<file path="config.mk">
export PLATFORM = sky130hd
export DESIGN_NAME = hilo_div_unit
export DESIGN_NICKNAME = d
export VERILOG_FILES = /design/src/rtl/hilo_div_unit_pkg.sv /design/src/rtl/restoring_div_step.sv /design/src/rtl/hilo_div_unit.sv
export SDC_FILE = /design/constraint.sdc
export NUM_CORES = 1
export LEC_CHECK = 0
export BUFFER_PORTS_ARGS = -buffer_cell sky130_fd_sc_hd__buf_2
export CELL_PAD_IN_SITES_DETAIL_PLACEMENT = 0
export CELL_PAD_IN_SITES_GLOBAL_PLACEMENT = 1
export CORE_UTILIZATION = 37
export CTS_CLUSTER_SIZE = 40
export DETAILED_ROUTE_END_ITERATION = 8
export PLACE_DENSITY = 0.88
export SLEW_MARGIN = 15
export SYNTH_ARGS = -nofsm -noshare
export SYNTH_HDL_FRONTEND = slang
export SYNTH_SLANG_ARGS = --single-unit
</file>
<file path="constraint.sdc">
create_clock -name Clk -period 2.6 [get_ports Clk]
set_input_delay 0 -clock Clk [delete_from_list [all_inputs] [get_ports Clk]]
set_output_delay 0 -clock Clk [all_outputs]
set_load 0.01 [all_outputs]
</file>
<file path="src/rtl/hilo_div_unit_pkg.sv">
// Shared definitions for the HI/LO register pair and its iterative divider.
//   div_state_e : divider FSM encodings (idle, stepping, sign fixup)
package hilo_div_unit_pkg;

  typedef enum logic [1:0] {
    S_IDLE = 2'd0,
    S_DIV  = 2'd1,
    S_FIX  = 2'd2
  } div_state_e;

endpackage

</file>
<file path="src/rtl/restoring_div_step.sv">
// One combinational restoring-division step on unsigned magnitudes.
//   rem_i/quot_i : current partial remainder and dividend/quotient shift register
//   divisor_i    : divisor magnitude
//   rem_o/quot_o : values after shifting left one bit and trial-subtracting
module restoring_div_step #(
  parameter int unsigned WIDTH = 32
) (
  input  logic [WIDTH-1:0] rem_i,
  input  logic [WIDTH-1:0] quot_i,
  input  logic [WIDTH-1:0] divisor_i,
  output logic [WIDTH-1:0] rem_o,
  output logic [WIDTH-1:0] quot_o
);

  // Two guard bits: the shifted remainder can need WIDTH+1 bits, and the top
  // bit must stay a clean sign even when the divisor is zero.
  logic [WIDTH+1:0] shifted;
  logic [WIDTH+1:0] trial;

  always_comb begin
    shifted = {1'b0, rem_i, quot_i[WIDTH-1]};
    trial   = shifted - {2'b00, divisor_i};
    if (!trial[WIDTH+1]) begin
      rem_o  = trial[WIDTH-1:0];
      quot_o = {quot_i[WIDTH-2:0], 1'b1};
    end else begin
      rem_o  = shifted[WIDTH-1:0];
      quot_o = {quot_i[WIDTH-2:0], 1'b0};
    end
  end

endmodule

</file>
<file path="src/rtl/hilo_div_unit.sv">
// Architectural HI/LO register pair with an iterative DIV/DIVU engine.
//   Clk, Rst        : clock, synchronous active-low reset
//   ExHiLoWr/In     : ALU {HI,LO} commit (suppressed by ExStall)
//   ExStall         : blocks ALU commits and divide starts
//   DivStart/Signed : start DIV (signed) or DIVU on DivA / DivB
//   ALUhi/ALUlo     : registered HI/LO back to the ALU
//   Busy            : divide in flight
//   DivDone         : one-cycle pulse, first cycle the quotient/remainder are visible
//
// state  | meaning
// S_IDLE | no divide running; ALU commits and starts accepted
// S_DIV  | one restoring step per cycle, WIDTH steps
// S_FIX  | apply signs, write LO=quotient HI=remainder, pulse DivDone
module hilo_div_unit
  import hilo_div_unit_pkg::*;
#(
  parameter int unsigned      WIDTH    = 32,
  parameter logic [WIDTH-1:0] RESET_HI = '0,
  parameter logic [WIDTH-1:0] RESET_LO = '0
) (
  input  logic               Clk,
  input  logic               Rst,
  input  logic               ExHiLoWr,
  input  logic               ExStall,
  input  logic [2*WIDTH-1:0] ExHiLoIn,
  input  logic               DivStart,
  input  logic               DivSigned,
  input  logic [WIDTH-1:0]   DivA,
  input  logic [WIDTH-1:0]   DivB,
  output logic [WIDTH-1:0]   ALUhi,
  output logic [WIDTH-1:0]   ALUlo,
  output logic               Busy,
  output logic               DivDone
);

  localparam int unsigned      CNT_W    = $clog2(WIDTH);
  localparam logic [CNT_W-1:0] LAST_CNT = CNT_W'(WIDTH - 1);

  div_state_e       state_q, state_d;
  logic [CNT_W-1:0] cnt_q, cnt_d;
  logic [WIDTH-1:0] hi_q, hi_d, lo_q, lo_d;
  logic [WIDTH-1:0] rem_q, rem_d, quot_q, quot_d, dvsr_q, dvsr_d;
  logic             q_neg_q, q_neg_d, r_neg_q, r_neg_d;
  logic             done_q, done_d;

  logic [WIDTH-1:0] step_rem, step_quot;
  logic             alu_wr;

  restoring_div_step #(.WIDTH(WIDTH)) u_step (
    .rem_i     (rem_q),
    .quot_i    (quot_q),
    .divisor_i (dvsr_q),
    .rem_o     (step_rem),
    .quot_o    (step_quot)
  );

  assign alu_wr = ExHiLoWr & ~ExStall;

  always_comb begin
    state_d = state_q;
    cnt_d   = cnt_q;
    hi_d    = hi_q;
    lo_d    = lo_q;
    rem_d   = rem_q;
    quot_d  = quot_q;
    dvsr_d  = dvsr_q;
    q_neg_d = q_neg_q;
    r_neg_d = r_neg_q;
    done_d  = 1'b0;

    unique case (state_q)
      S_IDLE: begin
        if (DivStart && !ExStall) begin
          rem_d   = '0;
          quot_d  = (DivSigned && DivA[WIDTH-1]) ? -DivA : DivA;
          dvsr_d  = (DivSigned && DivB[WIDTH-1]) ? -DivB : DivB;
          // A zero divisor must leave LO all-ones, so never flip its sign.
          q_neg_d = DivSigned & (DivA[WIDTH-1] ^ DivB[WIDTH-1]) & (|DivB);
          r_neg_d = DivSigned & DivA[WIDTH-1];
          cnt_d   = '0;
          state_d = S_DIV;
        end
      end
      S_DIV: begin
        rem_d  = step_rem;
        quot_d = step_quot;
        if (cnt_q == LAST_CNT) begin
          state_d = S_FIX;
        end else begin
          cnt_d = cnt_q + CNT_W'(1);
        end
      end
      S_FIX: begin
        lo_d    = q_neg_q ? -quot_q : quot_q;
        hi_d    = r_neg_q ? -rem_q  : rem_q;
        done_d  = 1'b1;
        state_d = S_IDLE;
      end
      default: state_d = S_IDLE;
    endcase

    // An ALU commit always wins: it cancels a start in the same cycle and
    // aborts any divide in flight, since it is later in program order.
    if (alu_wr) begin
      hi_d    = ExHiLoIn[2*WIDTH-1:WIDTH];
      lo_d    = ExHiLoIn[WIDTH-1:0];
      done_d  = 1'b0;
      state_d = S_IDLE;
    end
  end

  always_ff @(posedge Clk) begin
    if (!Rst) begin
      state_q <= S_IDLE;
      cnt_q   <= '0;
      hi_q    <= RESET_HI;
      lo_q    <= RESET_LO;
      rem_q   <= '0;
      quot_q  <= '0;
      dvsr_q  <= '0;
      q_neg_q <= 1'b0;
      r_neg_q <= 1'b0;
      done_q  <= 1'b0;
    end else begin
      state_q <= state_d;
      cnt_q   <= cnt_d;
      hi_q    <= hi_d;
      lo_q    <= lo_d;
      rem_q   <= rem_d;
      quot_q  <= quot_d;
      dvsr_q  <= dvsr_d;
      q_neg_q <= q_neg_d;
      r_neg_q <= r_neg_d;
      done_q  <= done_d;
    end
  end

  assign ALUhi   = hi_q;
  assign ALUlo   = lo_q;
  assign Busy    = (state_q != S_IDLE);
  assign DivDone = done_q;

endmodule

</file>
# --- Word-level counts from Yosys, hierarchy flattened ---
# Cells that the tools add are included.
op_classes:
  n_bitwise: 7
  eq_ne: 6
  n_addsub: 6
  n_reduce_logical: 14
  muxes: 21
op_table:
  columns: ["op", "n"]
  rows:
  - ["$mux W32", 11]
  - ["$neg A32 Y32", 4]
  - ["$pmux W32 S2", 2]
  - ["$sub A33 B32 Y34", 1]
  - ["$reduce_or A32 Y1", 1]
  - ["$mux W5", 2]
  - ["$pmux W5 S2", 1]
  - ["$ne A2 B2 Y1 const B", 3]
  - ["$reduce_and A2 Y1", 3]
  - ["$reduce_bool A2 Y1", 3]
  - ["$add A5 B1 Y5 const B", 1]
  - ["$eq A5 B5 Y1 const B", 1]
  - ["$and A1 B1 Y1", 4]
  - ["$mux W2", 2]
  - ["$pmux W2 S2", 1]
  - ["$logic_and A1 B1 Y1", 3]
  - ["$reduce_and A3 Y1", 1]
  - ["$eq A2 B1 Y1 const B", 1]
  - ["$eq A2 B2 Y1 const B", 1]
  - ["$logic_not A2 Y1", 1]
  - ["$mux W1", 2]
  - ["$not A1 Y1", 2]
  - ["$reduce_or A2 Y1", 1]
  - ["$logic_not A1 Y1", 1]
  - ["$xor A1 B1 Y1", 1]
totals:
  wordCells: 64
  regBits: 170
  out_inout_bits: 66
  inputBits: 134

# --- Logic depth before layout (Yosys ltp) ---
logic_depth:
  ltp_word: 4
  mapped_depth: 13
  ltp_nobuf: 13

# --- By module ---
# Synthesis repeated with hierarchy kept, for this count alone.
hier_totals:
  cells_unflattened: 1639
  hier_area_um2: 12453.2
by_module_without_submodules:
  columns: ["module", "seq_area_each_um2", "instances", "area_each_um2", "cells_each"]
  rows:
  - ["hilo_div_unit", 3403.3, 1, 9790.6, 1235]
  - ["restoring_div_step", 0.0, 1, 2662.6, 404]

# --- Worst setup path after synthesis ---
# No wires, ideal clock.
synth_path:
  kind: "register to register"
  from: "register quot_q[31]"
  to: "register rem_q[30]"
  period_less_slack_ps: 2856
  required_ps: 2472
  setup_ps: 128
  setup_slack_ps: -256
  stages_incl_launch_ff: 14
  n_path_buf: 0
  t_arrival_ps: 2727
  cell_sequence: "dfxtp_1 > inv_1 > ha_1 > inv_1 > fa_1 > a21oi_1 > o211ai_1 > a31oi_1 > o21ai_0 > a2111oi_0 > o31ai_1 > xor2_1 > mux2i_1 > o21ai_0"
synth_via:
  elab_chain_len: 3
synth_rtl:
  columns: ["item", "line", "source"]
  rows:
  - ["start, declared", "hilo_div_unit.sv:42", "logic [WIDTH-1:0] rem_q, rem_d, quot_q, quot_d, dvsr_q, dvsr_d;"]
  - ["start signal, assigned", "hilo_div_unit.sv:130", "quot_q <= quot_d;"]
  - ["$sub A33 B32 Y34", "restoring_div_step.sv:22", "trial = shifted - {2'b00, divisor_i};"]
  - ["$mux W32", "restoring_div_step.sv:23", "if (!trial[WIDTH+1]) begin"]
  - ["$pmux W32 S2", "hilo_div_unit.sv:71", "unique case (state_q)"]
  - ["end signal, assigned", "hilo_div_unit.sv:129", "rem_q <= rem_d;"]
  - ["end, declared", "hilo_div_unit.sv:42", null]
# Every way passes these cells.
# A chain may end at the register's enable or synchronous reset.

# --- Worst setup path after layout ---
layout_path:
  from: "register dvsr_q[26]"
  to: "register rem_q[0]"
layout_via:
  elab_chain_len: 3
layout_rtl:
  columns: ["item", "line", "source"]
  rows:
  - ["start, declared", "hilo_div_unit.sv:42", null]
  - ["start signal, assigned", "hilo_div_unit.sv:131", "dvsr_q <= dvsr_d;"]
  - ["$sub A33 B32 Y34", "restoring_div_step.sv:22", null]
  - ["$mux W32", "restoring_div_step.sv:23", null]
  - ["$pmux W32 S2", "hilo_div_unit.sv:71", null]
# Every way passes these cells.

==> impl_metrics.py <==
metrics = {
    "sta": {
        "skew_ns": 0.0101,
        "hold_viol": 0,
        "setup_ws_ns": -0.121,
        "fin_crit_sh_pct": 105,
        "hold_ws_ns": 0.0293,
        "max_freq_mhz": 367,
        "finalCriticalPeriod_ns": 2.72,
        "worstMarginPinSlew_ns": 0.965,
        "rsz0062_at_grt": "true",
        "setup_viol": 34,
        "relSlewSlack_pct": 35.5,
        "drv_slew": 0,
    },
    "placed_design": {
        "hpwl_mm": 24.7,
        "dp.cells": 2022,
        "gp_congestion": 0.889,
        "detailedPlace.worstSlack_ns": -0.215,
        "io_buffer_count": 199,
    },
    "setup_path": {
        "reg2reg_from": "dvsr_q[26]$_SDFFE_PN0P_",
        "r2r-end": "rem_q[0]$_SDFFE_PN0P_",
        "reg2reg_depth": 13,
        "cp_slowest_cell": "dfxtp_2",
        "slowest_delay_ns": 0.33,
        "crit_fanout": 6,
        "cpMostUsedCell": "a21o_1",
        "cp-startpoint": "dvsr_q[26]$_SDFFE_PN0P_",
        "worstSetupEndpointType": "flip-flop",
        "required_ns": 2.98,
        "arrival_ns": 3.10,
        "criticalPathCategory": "reg2reg",
        "path_cells": "inv_2, ha_4, a21o_1, a21o_1, a21o_1, a21o_1, a21o_1, a211o_1, a41oi_4, buf_6, clkbuf_16, mux2i_1, a22o_1",
        "regToRegSetupSlack_ns": -0.12,
        "critPathLaunchType": "flip-flop",
    },
    "power_and_ir_drop": {
        "powerDensity_mw_per_mm2": 476,
        "fin_total_pwr_w": 0.00759,
        "peakVddDrop_v": 0.000354,
        "leakagePower_nw": 6.69,
    },
    "worst_hold_path": {
        "hp-class": "in2reg",
        "holdPathEnd": "q_neg_q$_SDFFE_PN0P_",
        "min_from": "DivA[31]",
        "worst_hold_path.num_cells": 4,
    },
    "detailed_routing": {
        "antenna_left": 0,
        "drt-vias-per-instance": 5.27,
        "avgRoutedWirePerCell_um": 16.1,
        "drt-total-wl_mm": 35.6,
        "drc": 0,
        "drt-pass1-iter-count": 5,
        "num_vias": 11700,
        "dr.first_iter.drc_count": 913,
    },
    "cts": {
        "cts-htree-levels": 4,
        "cts_buffers": 17,
        "cts_tree": "yes",
        "insertion_delay_ns": 0.44,
        "clk_pin_slew_ns": 0.07,
        "clk_path_buf_depth": 2,
        "root_buffer": "clkbuf_16",
        "cts.sinks": 170,
    },
    "floorplan": {
        "fp.dieH_um": 173,
        "io_pins": 200,
        "core_area_mm2": 0.0288,
        "rows": 62,
        "die_w_um": 173,
        "initial_core_util_pct": 37.6,
        "die_area_mm2": 0.0299,
    },
    "grt": {
        "grt_max_degree": 119,
        "first_global_vias": 11000,
        "grt_usage_pct": 23.0,
        "grt_pass1_wl_mm": 56.8,
        "overflow": 0,
        "antenna_found_initial": 1,
    },
    "synth": {
        "netlist_area_mm2": 0.0108,
        "syn_avg_cell_area_um2": 7.75,
        "synth_seq_area_share_pct": 31.4,
        "ys_async_sr_fraction_pct": 0,
        "yosys_warnings": 0,
        "synth_fp_nets": 1570,
        "synth-seq-cells": 170,
        "yosysUniqueCellTypes": 61,
        "synth_ff_type": "dfxtp_1",
        "syn_inst": 1397,
        "synth_edf_count": 0,
    },
    "status": {
        "violations": "setup timing",
        "status": "complete, but fails checks",
    },
    "final_layout": {
        "drive_above_1_share_pct": 28.9,
        "syn2layout_area_growth_pct": 47.3,
        "diodes": 0,
        "final_cells": 2215,
        "nets": 1991,
    },
    "flow_run": {
        "cap_violations": 0,
    },
}
[stage by stage]
stage	util [%]	TNS, ns	area (µm²)
finish	55.4	-2.05	15900
global placement	45.6	-1.56	13100
floorplan	-	-0.0160	10900
detailed placement	45.6	-3.56	13100
CTS	53.3	-1.30	15300
global route	55.4	-8.14	15900
[final cells by class]
cell class,count,area [µm²]
fillers,2607,12800
multi-input cells,1091,7580
repair buffers,485,3620
flip-flops and latches,170,3440
well taps,384,480
clock buffers,21,450
inverters,53,201
clock inverters,11,171
[worst max path at each step]
stage	endpoint	slack, ns	cells after the start
floorplan	ALUhi[31]$_SDFFE_PN0P_	-0.01	8
global placement	rem_q[30]$_SDFFE_PN0P_	-0.10	13
detailed placement	rem_q[30]$_SDFFE_PN0P_	-0.22	13
CTS	rem_q[30]$_SDFFE_PN0P_	-0.1	13
global route	ALUlo[28]$_SDFFE_PN0P_	-0.28	9
finish	rem_q[0]$_SDFFE_PN0P_	-0.12	13
[cell usage in the layout, fill, tap and decap left out, types with 6 or more instances in the layout]
master,instances
or4_4,8
dfxtp_2,24
o31ai_4,8
nand3_1,11
buf_2,199
buf_12,7
ha_4,11
inv_1,43
xnor2_1,41
nor4_1,8
clkbuf_16,19
o31ai_1,24
nor2_1,189
o21ai_2,10
or4_1,8
and3_1,7
dlygate4sd3_1,130
nor3_1,16
a211oi_1,83
or3_4,7
a22oi_1,31
a21o_1,14
o41ai_1,7
o21ai_1,34
or3_1,10
nand2b_1,8
buf_4,141
o21ai_0,39
xor2_1,99
nand2_1,116
ha_1,27
inv_2,9
a21oi_1,134
dfxtp_1,144
a311oi_1,8
mux2i_1,24
a21oi_2,6
[power by group]
group	internal [W]	total (W)	switching, W
Combinational	0.000991	0.00203	0.00104
Sequential	0.00273	0.00282	0.0000935
Clock	0.00164	0.00274	0.00110
[cell families (layout without fill, tap and decap cells)]
family | after synthesis | in the layout | synth area share, %
AO/OA/AOI/OAI | 449 | 449 | 26.7
AND/OR/NAND/NOR | 433 | 433 | 18.4
flip-flops | 170 | 170 | 31.4
XOR/XNOR | 143 | 143 | 11.6
buffers and inverters | 136 | 570 | 4.82
adder cells (fa/ha/maj) | 39 | 39 | 4.58
multiplexers | 27 | 27 | 2.50
[flip-flops by register name (all words and copies together), names as in the netlist]
| name | count |
|---|---|
| quot_q | 32 |
| dvsr_q | 32 |
| r_neg_q | 1 |
| DivDone | 1 |
| rem_q | 32 |
| q_neg_q | 1 |
| ALUlo | 32 |
| state_q | 2 |
| ALUhi | 32 |
| cnt_q | 5 |
[synth_stat cells (all sizes together) (2+ instances only)]
library cell,count,share of area (%)
nor2,193,6.7
dfxtp,170,31
a21oi,141,6.5
nand2,118,4.1
xor2,101,8.2
a211oi,86,6.0
o21ai,85,3.9
clkbuf,68,2.4
inv,53,1.8
xnor2,42,3.4
ha,38,4.4
o31ai,35,2.8
a22oi,31,2.1
mux2i,27,2.5
nor3,17,0.79
or3,17,1.2
or4,16,1.2
buf,15,0.62
a21o,14,0.97
nand3,14,0.65
o41ai,14,1.2
nor4,12,0.81
a311oi,10,0.81
nand2b,10,0.58
a31oi,8,0.46
nor2b,8,0.46
and3,7,0.40
and2,5,0.29
o211ai,5,0.35
a32oi,4,0.32
nand3b,4,0.39
nand4,4,0.23
o21bai,3,0.21
or2,3,0.17
a221oi,2,0.16
a41oi,2,0.23
and4,2,0.16
o21a,2,0.14
o22ai,2,0.12
or3b,2,0.16
[layer usage]
layer  up-vias  share of wire [%]  GRT usage [%]
li1       5858                  -              -
met1      5394                 49           33.0
met2       354                 44           34.8
met3        55                5.1           3.94
met4         2                1.9           7.30
met5         -              0.028              0
[critical path: cells and delay by family (launching register included)]
family | cells | cell delay (ns)
compound gates | 8 | 1.53
fa+ha+maj | 1 | 0.23
buf+inv | 3 | 0.35
flops | 1 | 0.33
mux | 1 | 0.23
[timing repair]
action                                 CTS  global route
cloned                                   1             3
pin swaps                               25            47
endpoints found under the hold margin  128             0
setup buffers                            8            22
gates resized for setup                 55           117
setup endpoints to repair               54            64
hold buffers                           130             0
Power figures use the tool's default switching activity.
